File: config.mk
export PLATFORM = sky130hd
export DESIGN_NAME = alu_sequencer
export DESIGN_NICKNAME = d
export VERILOG_FILES = /design/src/rtl/alu_sequencer.sv
export SDC_FILE = /design/constraint.sdc
export NUM_CORES = 1
export LEC_CHECK = 0
export ABC_AREA = 1
export CELL_PAD_IN_SITES_DETAIL_PLACEMENT = 1
export CELL_PAD_IN_SITES_GLOBAL_PLACEMENT = 1
export CORE_UTILIZATION = 36
export CTS_CLUSTER_SIZE = 40
export DETAILED_ROUTE_END_ITERATION = 7
export PLACE_DENSITY = 0.82
export SYNTH_ARGS = -nofsm -noshare
export SYNTH_HDL_FRONTEND = slang
export SYNTH_SLANG_ARGS = --single-unit
File: constraint.sdc
create_clock -name clk_i -period 2.7 [get_ports clk_i]
set_input_delay 0.27 -clock clk_i [delete_from_list [all_inputs] [get_ports clk_i]]
set_output_delay 0.27 -clock clk_i [all_outputs]
set_load 0.02 [all_outputs]
File: src/rtl/alu_sequencer.sv
`default_nettype none
// ============================================================================
//  Module      : alu_sequencer
//  Description : Operand/program sequencer wrapped around a combinational ALU
//                stage. Holds operands A and B plus a small program RAM of
//                3-bit op codes. Each step request issues the op at the
//                current program counter for one cycle, then writes back
//                {A, B} <= {B, C} from the ALU result bus.
//  Ports       : clk_i/rst_i          clock, asynchronous active-high reset
//                en_i                 step request (1-cycle pulse, VSYNC)
//                seed_we_i/seed_i     operand load {A, B}
//                prog_we_i/_addr_i/_data_i  program RAM write port
//                len_i                index of last program entry
//                AB_o/ctl_o/en_o      operand bus, op code, enable to ALU
//                BC_i                 {B, C} result from ALU
//                pc_o/busy_o/wrap_o/overrun_o  status
//  Revision    : 1.0  initial release
// ============================================================================
module alu_sequencer #(
    parameter int WIDTH = 8,
    parameter int DEPTH = 8,
    parameter int PC_W  = 3
) (
    input  logic                 clk_i,
    input  logic                 rst_i,
    input  logic                 en_i,
    input  logic                 seed_we_i,
    input  logic [2*WIDTH-1:0]   seed_i,
    input  logic                 prog_we_i,
    input  logic [PC_W-1:0]      prog_addr_i,
    input  logic [2:0]           prog_data_i,
    input  logic [PC_W-1:0]      len_i,
    output logic [2*WIDTH-1:0]   AB_o,
    output logic [2:0]           ctl_o,
    output logic                 en_o,
    input  logic [2*WIDTH-1:0]   BC_i,
    output logic [PC_W-1:0]      pc_o,
    output logic                 busy_o,
    output logic                 wrap_o,
    output logic                 overrun_o
);

    localparam logic [0:0]      S_IDLE     = 1'b0;
    localparam logic [0:0]      S_EXEC     = 1'b1;
    localparam logic [2:0]      c_OP_RESET = 3'b100;
    localparam logic [PC_W-1:0] c_PC_LAST  = PC_W'(DEPTH - 1);

    logic [0:0]       r_state;
    logic [WIDTH-1:0] r_a;
    logic [WIDTH-1:0] r_b;
    logic [PC_W-1:0]  r_pc;
    logic [2:0]       r_prog [DEPTH];
    logic [2:0]       r_ctl;
    logic             r_en;
    logic             r_busy;
    logic             r_wrap;
    logic             r_ovr;

    logic [PC_W-1:0]  w_issue_pc;
    logic             w_last;

    // A seed arriving together with a step request restarts the program,
    // so the issued op must come from entry 0 rather than the old pc.
    assign w_issue_pc = seed_we_i ? '0 : r_pc;

    // >= rather than == so that lowering len_i below the pc still wraps on
    // the next step; the all-ones pc term bounds the pc when DEPTH < 8.
    assign w_last = (r_pc >= len_i) || (r_pc == c_PC_LAST);

    always_ff @(posedge clk_i or posedge rst_i) begin
        if (rst_i) begin
            r_state <= S_IDLE;
            r_a     <= '0;
            r_b     <= '0;
            r_pc    <= '0;
            r_ctl   <= '0;
            r_en    <= 1'b0;
            r_busy  <= 1'b0;
            r_wrap  <= 1'b0;
            r_ovr   <= 1'b0;
            for (int i = 0; i < DEPTH; i++) begin
                r_prog[i] <= c_OP_RESET;
            end
        end else begin
            r_wrap <= 1'b0;

            // The issue path below reads r_prog before this write lands,
            // so a same-edge write to prog[pc] issues the old op.
            if (prog_we_i) begin
                r_prog[prog_addr_i] <= prog_data_i;
            end

            case (r_state)
                S_IDLE: begin
                    if (en_i) begin
                        r_state <= S_EXEC;
                        r_ctl   <= r_prog[w_issue_pc];
                        r_en    <= 1'b1;
                        r_busy  <= 1'b1;
                    end
                end
                S_EXEC: begin
                    r_state <= S_IDLE;
                    r_en    <= 1'b0;
                    r_busy  <= 1'b0;
                    if (en_i) begin
                        r_ovr <= 1'b1;
                    end
                    if (!seed_we_i) begin
                        {r_a, r_b} <= BC_i;
                        if (w_last) begin
                            r_pc   <= '0;
                            r_wrap <= 1'b1;
                        end else begin
                            r_pc <= r_pc + 1'b1;
                        end
                    end
                end
                default: begin
                    r_state <= S_IDLE;
                end
            endcase

            // Seed has priority over the result capture and pc advance.
            if (seed_we_i) begin
                {r_a, r_b} <= seed_i;
                r_pc       <= '0;
                r_ovr      <= 1'b0;
            end
        end
    end

    assign AB_o      = {r_a, r_b};
    assign ctl_o     = r_ctl;
    assign en_o      = r_en;
    assign pc_o      = r_pc;
    assign busy_o    = r_busy;
    assign wrap_o    = r_wrap;
    assign overrun_o = r_ovr;

endmodule
`default_nettype wire
# Yosys cells after proc, flatten, opt, wreduce, memory -nomap -nowiden

Cells that the tools add are included.

Add/sub/neg operators: 1
Magnitude comparators: 4
Eq/ne operators: 2
Multiplexer cells: 23
Bitwise operators: 3
Reductions and logical operators: 6

Operator list:

| cell                  | count |
|---|---|
| $mux W8               | 4 |
| $bwmux W24            | 1 |
| $mux W3               | 7 |
| $bmux W3 S3           | 1 |
| $demux W3 S3          | 1 |
| $ge A4 B4 Y1 const B  | 2 |
| $not A3 Y4            | 2 |
| $mux W1               | 7 |
| $lt A4 B1 Y1 const B  | 1 |
| $pmux W1 S2           | 2 |
| $reduce_and A2 Y1     | 2 |
| $reduce_bool A2 Y1    | 2 |
| $add A3 B1 Y3 const B | 1 |
| $eq A3 B3 Y1 const B  | 1 |
| $ge A3 B3 Y1          | 1 |
| $ne A2 B2 Y1 const B  | 1 |
| $logic_and A1 B1 Y1   | 1 |
| $logic_or A1 B1 Y1    | 1 |
| $not A1 Y1            | 1 |

Register bits: 50
Output and inout port bits: 26
Logic and storage cells: 55

# Depth between registers and ports, before layout

Gate-level depths: netlist of the first run.

Depth after elaboration: 6
Depth in mapped cells: 9

# Worst setup path after synthesis of the first run

OpenSTA, ideal clock, no wires.

Kind: flip-flop to flip-flop
Start: register r_pc[0] (netlist: pc_o[0])
End: register r_wrap (netlist: wrap_o)
Library setup time: 112 ps
Data arrival time: 1395 ps
Data required time: 2588 ps
Path slack: 1193 ps
Cell stages (with the launch flop): 9
Cell sequence: dfrtp_1 inv_2 ha_1 inv_1 a21boi_1 o21ai_1 nand2_1 nand2_1 inv_2

Cells in the longest elaborated chain, start to end: 5
Elaborated cells on any way between the ends: 6

RTL lines:

| item                                                | RTL line | RTL |
|---|---|---|
| from (decl)                                         | 51       | `logic [PC_W-1:0] r_pc;` |
| from (signal assigned)                              | 115      | `r_pc <= r_pc + 1'b1;` |
| $ge A3 B3 Y1 / $eq A3 B3 Y1 (equally long branches) | 68       | `assign w_last = (r_pc >= len_i) \|\| (r_pc == c_PC_LAST);` |
| $logic_or A1 B1 Y1 *                                | 68       |  |
| $mux W1 *                                           | 111      | `if (w_last) begin` |
| $mux W1 *                                           | 109      | `if (!seed_we_i) begin` |
| $mux W1 *                                           | 93       | `case (r_state)` |
| to (signal assigned)                                | 79       | `r_wrap <= 1'b0;` |
| to (signal assigned)                                | 85       | `r_wrap <= 1'b0;` |
| to (signal assigned)                                | 113      | `r_wrap <= 1'b1;` |
| to (decl)                                           | 56       | `logic r_wrap;` |

Mark *: on every way between the ends. The rest lies on a longest branch, timed or not.
A chain may end at the register's enable or synchronous reset.

# Worst setup path after layout of the first run

Start: register r_pc[0] (netlist: pc_o[0])
End: output port pc_o[0]

RTL lines:

| item      | RTL line | RTL |
|---|---|---|
| to (decl) | 37       | `output logic [PC_W-1:0] pc_o,` |

No word-level cell between the ends.

==> results of run 1 <==
[stage by stage]
step                      cells  utilization, %  worst slack, ns  total power [W]  hold WS, ns
after floorplan             306               -             1.19          0.00120        0.386
after global placement      448            50.0            0.955          0.00141        0.462
after detailed placement    448            50.0            0.889          0.00143        0.473
after CTS                   456            51.7            0.681          0.00197        0.321
after global routing        456            51.7            0.630          0.00205        0.361
final                       456            51.7            0.699          0.00194        0.311
[worst paths after layout]
path / to / start / slack [ns] / cells after the start
max reg2reg: wrap_o / pc_o[0] / 0.97 / 8
max: pc_o[0] / pc_o[0] / 0.70 / 1
max in group asynchronous: r_prog[11] / rst_i / 2.09 / 3
min in group clk_i: r_prog[14] / r_prog[14] / 0.49 / 2
min: r_prog[0] / rst_i / 0.31 / 3
min reg2reg: r_prog[14] / r_prog[14] / 0.49 / 2
[placed cells by master (no fill, tap or decap)]
cell type / Yosys / final
nor2_1: 12 / 12
bufinv_16: 0 / 1
inv_1: 33 / 32
nand3_1: 41 / 41
nand2_1: 111 / 111
dfrtp_1: 42 / 42
nand2_2: 2 / 2
o21ai_0: 3 / 3
nand2_4: 1 / 1
clkbuf_8: 0 / 5
o21ai_1: 24 / 24
a22oi_1: 1 / 1
nor3_2: 1 / 1
clkdlybuf4s50_1: 0 / 71
nand4_1: 3 / 3
clkinv_2: 0 / 2
inv_6: 1 / 1
buf_12: 0 / 1
nor2_4: 2 / 2
a21boi_1: 1 / 1
dfstp_2: 8 / 8
ha_1: 5 / 5
inv_2: 7 / 8
buf_4: 1 / 1
[registers in the layout, indices dropped and copies added (netlist names)]
register	flops
r_state	1
overrun_o	1
pc_o	3
r_a	8
r_b	8
busy_o	1
wrap_o	1
ctl_o	3
r_prog	24
[metal layers]
layer  track usage (%)  vias to the layer above  routed length (um)
li1                  -                     1106                   -
met1              27.5                     1073                3150
met2              33.5                       32                3280
met3              2.75                        6                 156
met4              5.64                        0                  85
met5                 0                        -                   0
[where the power goes]
group / switching (W) / internal, W / total, W
Clock: 0.000259 / 0.000273 / 0.000532
Sequential: 0.0000661 / 0.000874 / 0.000940
Combinational: 0.000252 / 0.000220 / 0.000472
[final cells by class]
cell class                 count  area [um2]  area share, %
clock buffer                   5        68.8           2.07
multi-input combinational    207         955           28.8
sequential                    50        1260           38.0
clock inverter                 3        40.0           1.21
inverter                      41         159           4.79
timing repair buffer          73         738           22.2
tap                           77        96.3           2.90
[kinds of logic (layout without fill, tap and decap cells)]
group           Yosys count  in the layout  share of synthesized area [%]
flops                    50             50                           51.8
compound gates           29             29                           6.17
fa+ha+maj                 5              5                           2.57
simple gates            173            173                           30.5
buf+inv                  49            122                           8.99
==> results_dict.tcl, run 1 <==
set metrics [dict create \
    gp_congestion 0.857 \
    cpPeakStageDelay_ns 0.74 \
    placed_cell_area_mm2 0.00321 \
    cts_root_buf "clkbuf_8" \
    drt_iter0_markers 143 \
    worst-path-max-fanout 15 \
    diodes 0 \
    detail_route.vias_per_cell 4.86 \
    irDropWorstVdd_mv 0.256 \
    fin_area_mm2 0.00332 \
    grt_pass1_vias 2274 \
    timing.critical_path.buf_inv 1 \
    die_area_mm2 0.00710 \
    avgSynthCellArea_um2 7.96 \
    crit_family "buffers and inverters" \
    p_per_area_mw_per_mm2 586 \
    hold_buffers 0 \
    cts_tree "built" \
    grt_pass1_wl_mm 11.3 \
    clk_path_buf_depth 2 \
    start_util_pct 37.9 \
    clk_pin_slew_ns 0.09 \
    track_usage_pct 20.1 \
    yosys-top-cells-count "nand2_1 (111), dfrtp_1 (42), nand3_1 (41)" \
    start_kind "flip-flop" \
    setup_tns_ns 0 \
    grt_max_degree 51 \
    synth_warnings 0 \
    synth.top_cell.area_share_pct 43.2 \
    gr-total-overflow 0 \
    ys_ff_latch 50 \
    yosys.area.top_type "dfrtp_1" \
    synth_most_common_cell "nand2_1" \
    cts-resized-gates 0 \
    period_share_pct 74.1 \
    ys_seq_area_share_pct 51.8 \
    drcViolationCount 4 \
    finalSetupViolCount 0 \
    cp.required_ns 2.43 \
    hold_class "in -> async" \
    async_flop_share_pct 100 \
    path_class "reg -> out" \
    num-fill-cells 798 \
    fmaxAchievable_mhz 500 \
    syn_nets 357 \
    fin_skew_ns 0.00261 \
    antenna_found_initial 0 \
    ys_types 22 \
    critPathCaptureType "output port" \
    clkLatencyLatePin_ns 0.31 \
    outcome "finished, violations left" \
    slew_violations 0 \
    slew_headroom_pct 65.0 \
    fp.dieH_um 84.2 \
    maxCapViolations 0 \
    synth_edf_count 0 \
    drive_gt1_share_pct 8.71 \
    vias 2217 \
    wl_per_cell_um 14.6 \
    crit_chain "clkdlybuf4s50_1" \
    hpwl_mm 4.94 \
    period_minus_slack_ns 2.00 \
    wl_mm 6.67 \
    dr.pass1.iters 6 \
    area_delta_synth_final_pct 36.3 \
    cp.arrival_ns 1.73 \
    portBuffers 71 \
    p_leak_nw 1.61 \
    rsz0062_at_grt "false" \
    die_w_um 84.2 \
    coreArea_mm2 0.00642 \
    ys_top_cells_by_area "dfrtp_1 (43%), nand2_1 (17%), dfstp_2 (8.6%)" \
    syn_inst 306 \
    netlist_area_mm2 0.00243 \
    crit_slowest_cell "clkdlybuf4s50_1" \
    cts_sinks 50 \
    worst_slew_pin_slew_ns 0.525 \
    nets 429 \
    ant_nets 0 \
    rows 29 \
    post_cts_buffers 0 \
    synth_ff_type "dfrtp_1" \
    cts_buffers 5 \
    num_io_pins 72 \
    hold_violations 0 \
    htreeDepth 2 \
    violations "design-rule violations" \
]
Power figures use the tool's default switching activity.
==> run 2, diff against run 1 <==
CORE_UTILIZATION = 34   (was 36)
PLACE_DENSITY = 0.78   (was 0.82)
clock period = 2.1 ns   (was 2.7 ns; I/O delays follow)
==> run 2 against run 1 <==
  * The flow now finishes without violations
  * Critical path depth unchanged
  * Power grew 21%
  * Register-to-register slack worse by 0.72 ns
  * Clock power is 0.8% higher
  * Cell count increased by 4.2%
  * Global-route usage decreased by 0.51 points
  * Count of clock-buffer cells in the layout is 2 higher
  * Final area shrank 0.41%
  * Worst setup slack worse by 0.54 ns
  * Sequential share of layout area increased by 0.16 points
==> results_dict.tcl, run 2 (synthesis results as in run 1) <==
set metrics [dict create \
    cts-resized-gates 0 \
    worstSetupStartpoint "pc_o[0]" \
    wl_mm 6.74 \
    place_inst 468 \
    hold_buffers 0 \
    die_area_mm2 0.00750 \
    cp.arrival_ns 1.73 \
    portBuffers 71 \
    coreArea_mm2 0.00687 \
    maxCapViolations 0 \
    gr-total-overflow 0 \
    period_share_pct 92.4 \
    period_minus_slack_ns 1.94 \
    grt_pass1_vias 2308 \
    hpwl_mm 5.21 \
    drcViolationCount 0 \
    instances_no_fill 475 \
    nets 430 \
    crit_slowest_cell "clkdlybuf4s50_1" \
    cpPeakStageDelay_ns 0.74 \
    slew_headroom_pct 64.1 \
    reg2reg_from "pc_o[0]" \
    fp.dieH_um 86.6 \
    area_delta_synth_final_pct 35.7 \
    final_common_cell "nand2_1" \
    clk_path_buf_depth 2 \
    num_io_pins 72 \
    detail_route.vias_per_cell 4.68 \
    dr.pass1.iters 4 \
    fmaxAchievable_mhz 515 \
    antenna_found_initial 0 \
    reg_top3 "r_prog x24, r_a x8, r_b x8" \
    ant_nets 0 \
    hold_violations 0 \
    cts_buffers 5 \
    post_cts_buffers 0 \
    final_cell_mix "nand2_1 (111), clkdlybuf4s50_1 (71), dfrtp_1 (42), nand3_1 (41), inv_1 (32)" \
    grt_pass1_wl_mm 11.4 \
    irDropWorstVdd_mv 0.292 \
    largest_register_ffs 24 \
    dp_slack_ns 0.248 \
    grt_max_degree 21 \
    gp_congestion 0.806 \
    fin_skew_ns 0.00561 \
    cts_sinks 50 \
    rsz0062_at_grt "false" \
    die_w_um 86.6 \
    start_util_pct 35.4 \
    vias 2222 \
    setup_tns_ns 0 \
    start_kind "flip-flop" \
    worst-path-max-fanout 15 \
    p_leak_nw 1.59 \
    crit_chain "clkdlybuf4s50_1" \
    wl_per_cell_um 14.2 \
    cp.required_ns 1.89 \
    whs_ns 0.212 \
    drive_gt1_share_pct 8.18 \
    hold_class "in -> async" \
    outcome "finished clean" \
    track_usage_pct 19.6 \
    regMostFlops "r_prog" \
    finalSetupViolCount 0 \
    drt_iter0_markers 108 \
    clkLatencyLatePin_ns 0.30 \
    critPathCaptureType "output port" \
    path_class "reg -> out" \
    rows 30 \
    slew_violations 0 \
    p_per_area_mw_per_mm2 713 \
    worst_slew_pin_slew_ns 0.539 \
    timing.critical_path.buf_inv 1 \
    clk_pin_slew_ns 0.09 \
    htreeDepth 2 \
    crit_family "buffers and inverters" \
    cts_tree "built" \
    diodes 0 \
    cts_root_buf "clkbuf_8" \
    fin_ws_ns 0.159 \
]
[run 2: cell types whose count changed in the layout (fill, tap and decap cells not counted), sizes merged]
cell	previous run	this run
clkbuf	5	7
clkinv	2	0
buf	2	3
bufinv	1	0
[run 2: path summary, 6_finish.rpt]
kind | cells past startpoint | end | slack, ns
setup reg to reg | 7 | pc_o[0] | 0.25
max in group asynchronous | 3 | r_prog[20] | 1.27
setup / recovery | 1 | pc_o[0] | 0.16
min in group clk_i | 3 | r_a[5] | 0.46
hold / removal | 2 | r_prog[1] | 0.21
hold reg to reg | 2 | r_prog[23] | 0.48
[run 2: stage by stage]
step                cell area, um2  power (W)  util [%]
finish                        3300    0.00236      48.1
global route                  3300    0.00250      48.1
CTS                           3300    0.00239      48.1
detailed placement            3230    0.00184      47.0
global placement              3230    0.00182      47.0
floorplan                     2430    0.00155         -
[run 2: metal layers]
layer  vias up  part of all wire (%)  track usage [%]
met5         -                     0                0
li1       1104                     -                -
met3         7                   2.9             2.95
met1      1068                    47             26.4
met4         0                   1.3             5.76
met2        43                    49             32.6
[run 2: where the power goes]
part	leakage (nW)	internal [W]	switching [W]
Combinational	0.941	0.000282	0.000326
Clock	0.0383	0.000230	0.000306
Sequential	0.609	0.00112	0.0000877
[run 2: area by class of cell]
| cell class | count | area, um2 |
|---|---|---|
| clock buffer | 7 | 76.3 |
| fill | 861 | 3560 |
| inverter | 41 | 159 |
| multi-input combinational | 207 | 955 |
| sequential | 50 | 1260 |
| tap | 96 | 120 |
| timing repair buffer | 74 | 733 |
==> run 3, diff against run 2 <==
SKIP_LAST_GASP = 1   (was not set)
==> results of run 3 <==
Final layout, timing and power as in run 2 (identical DEF).
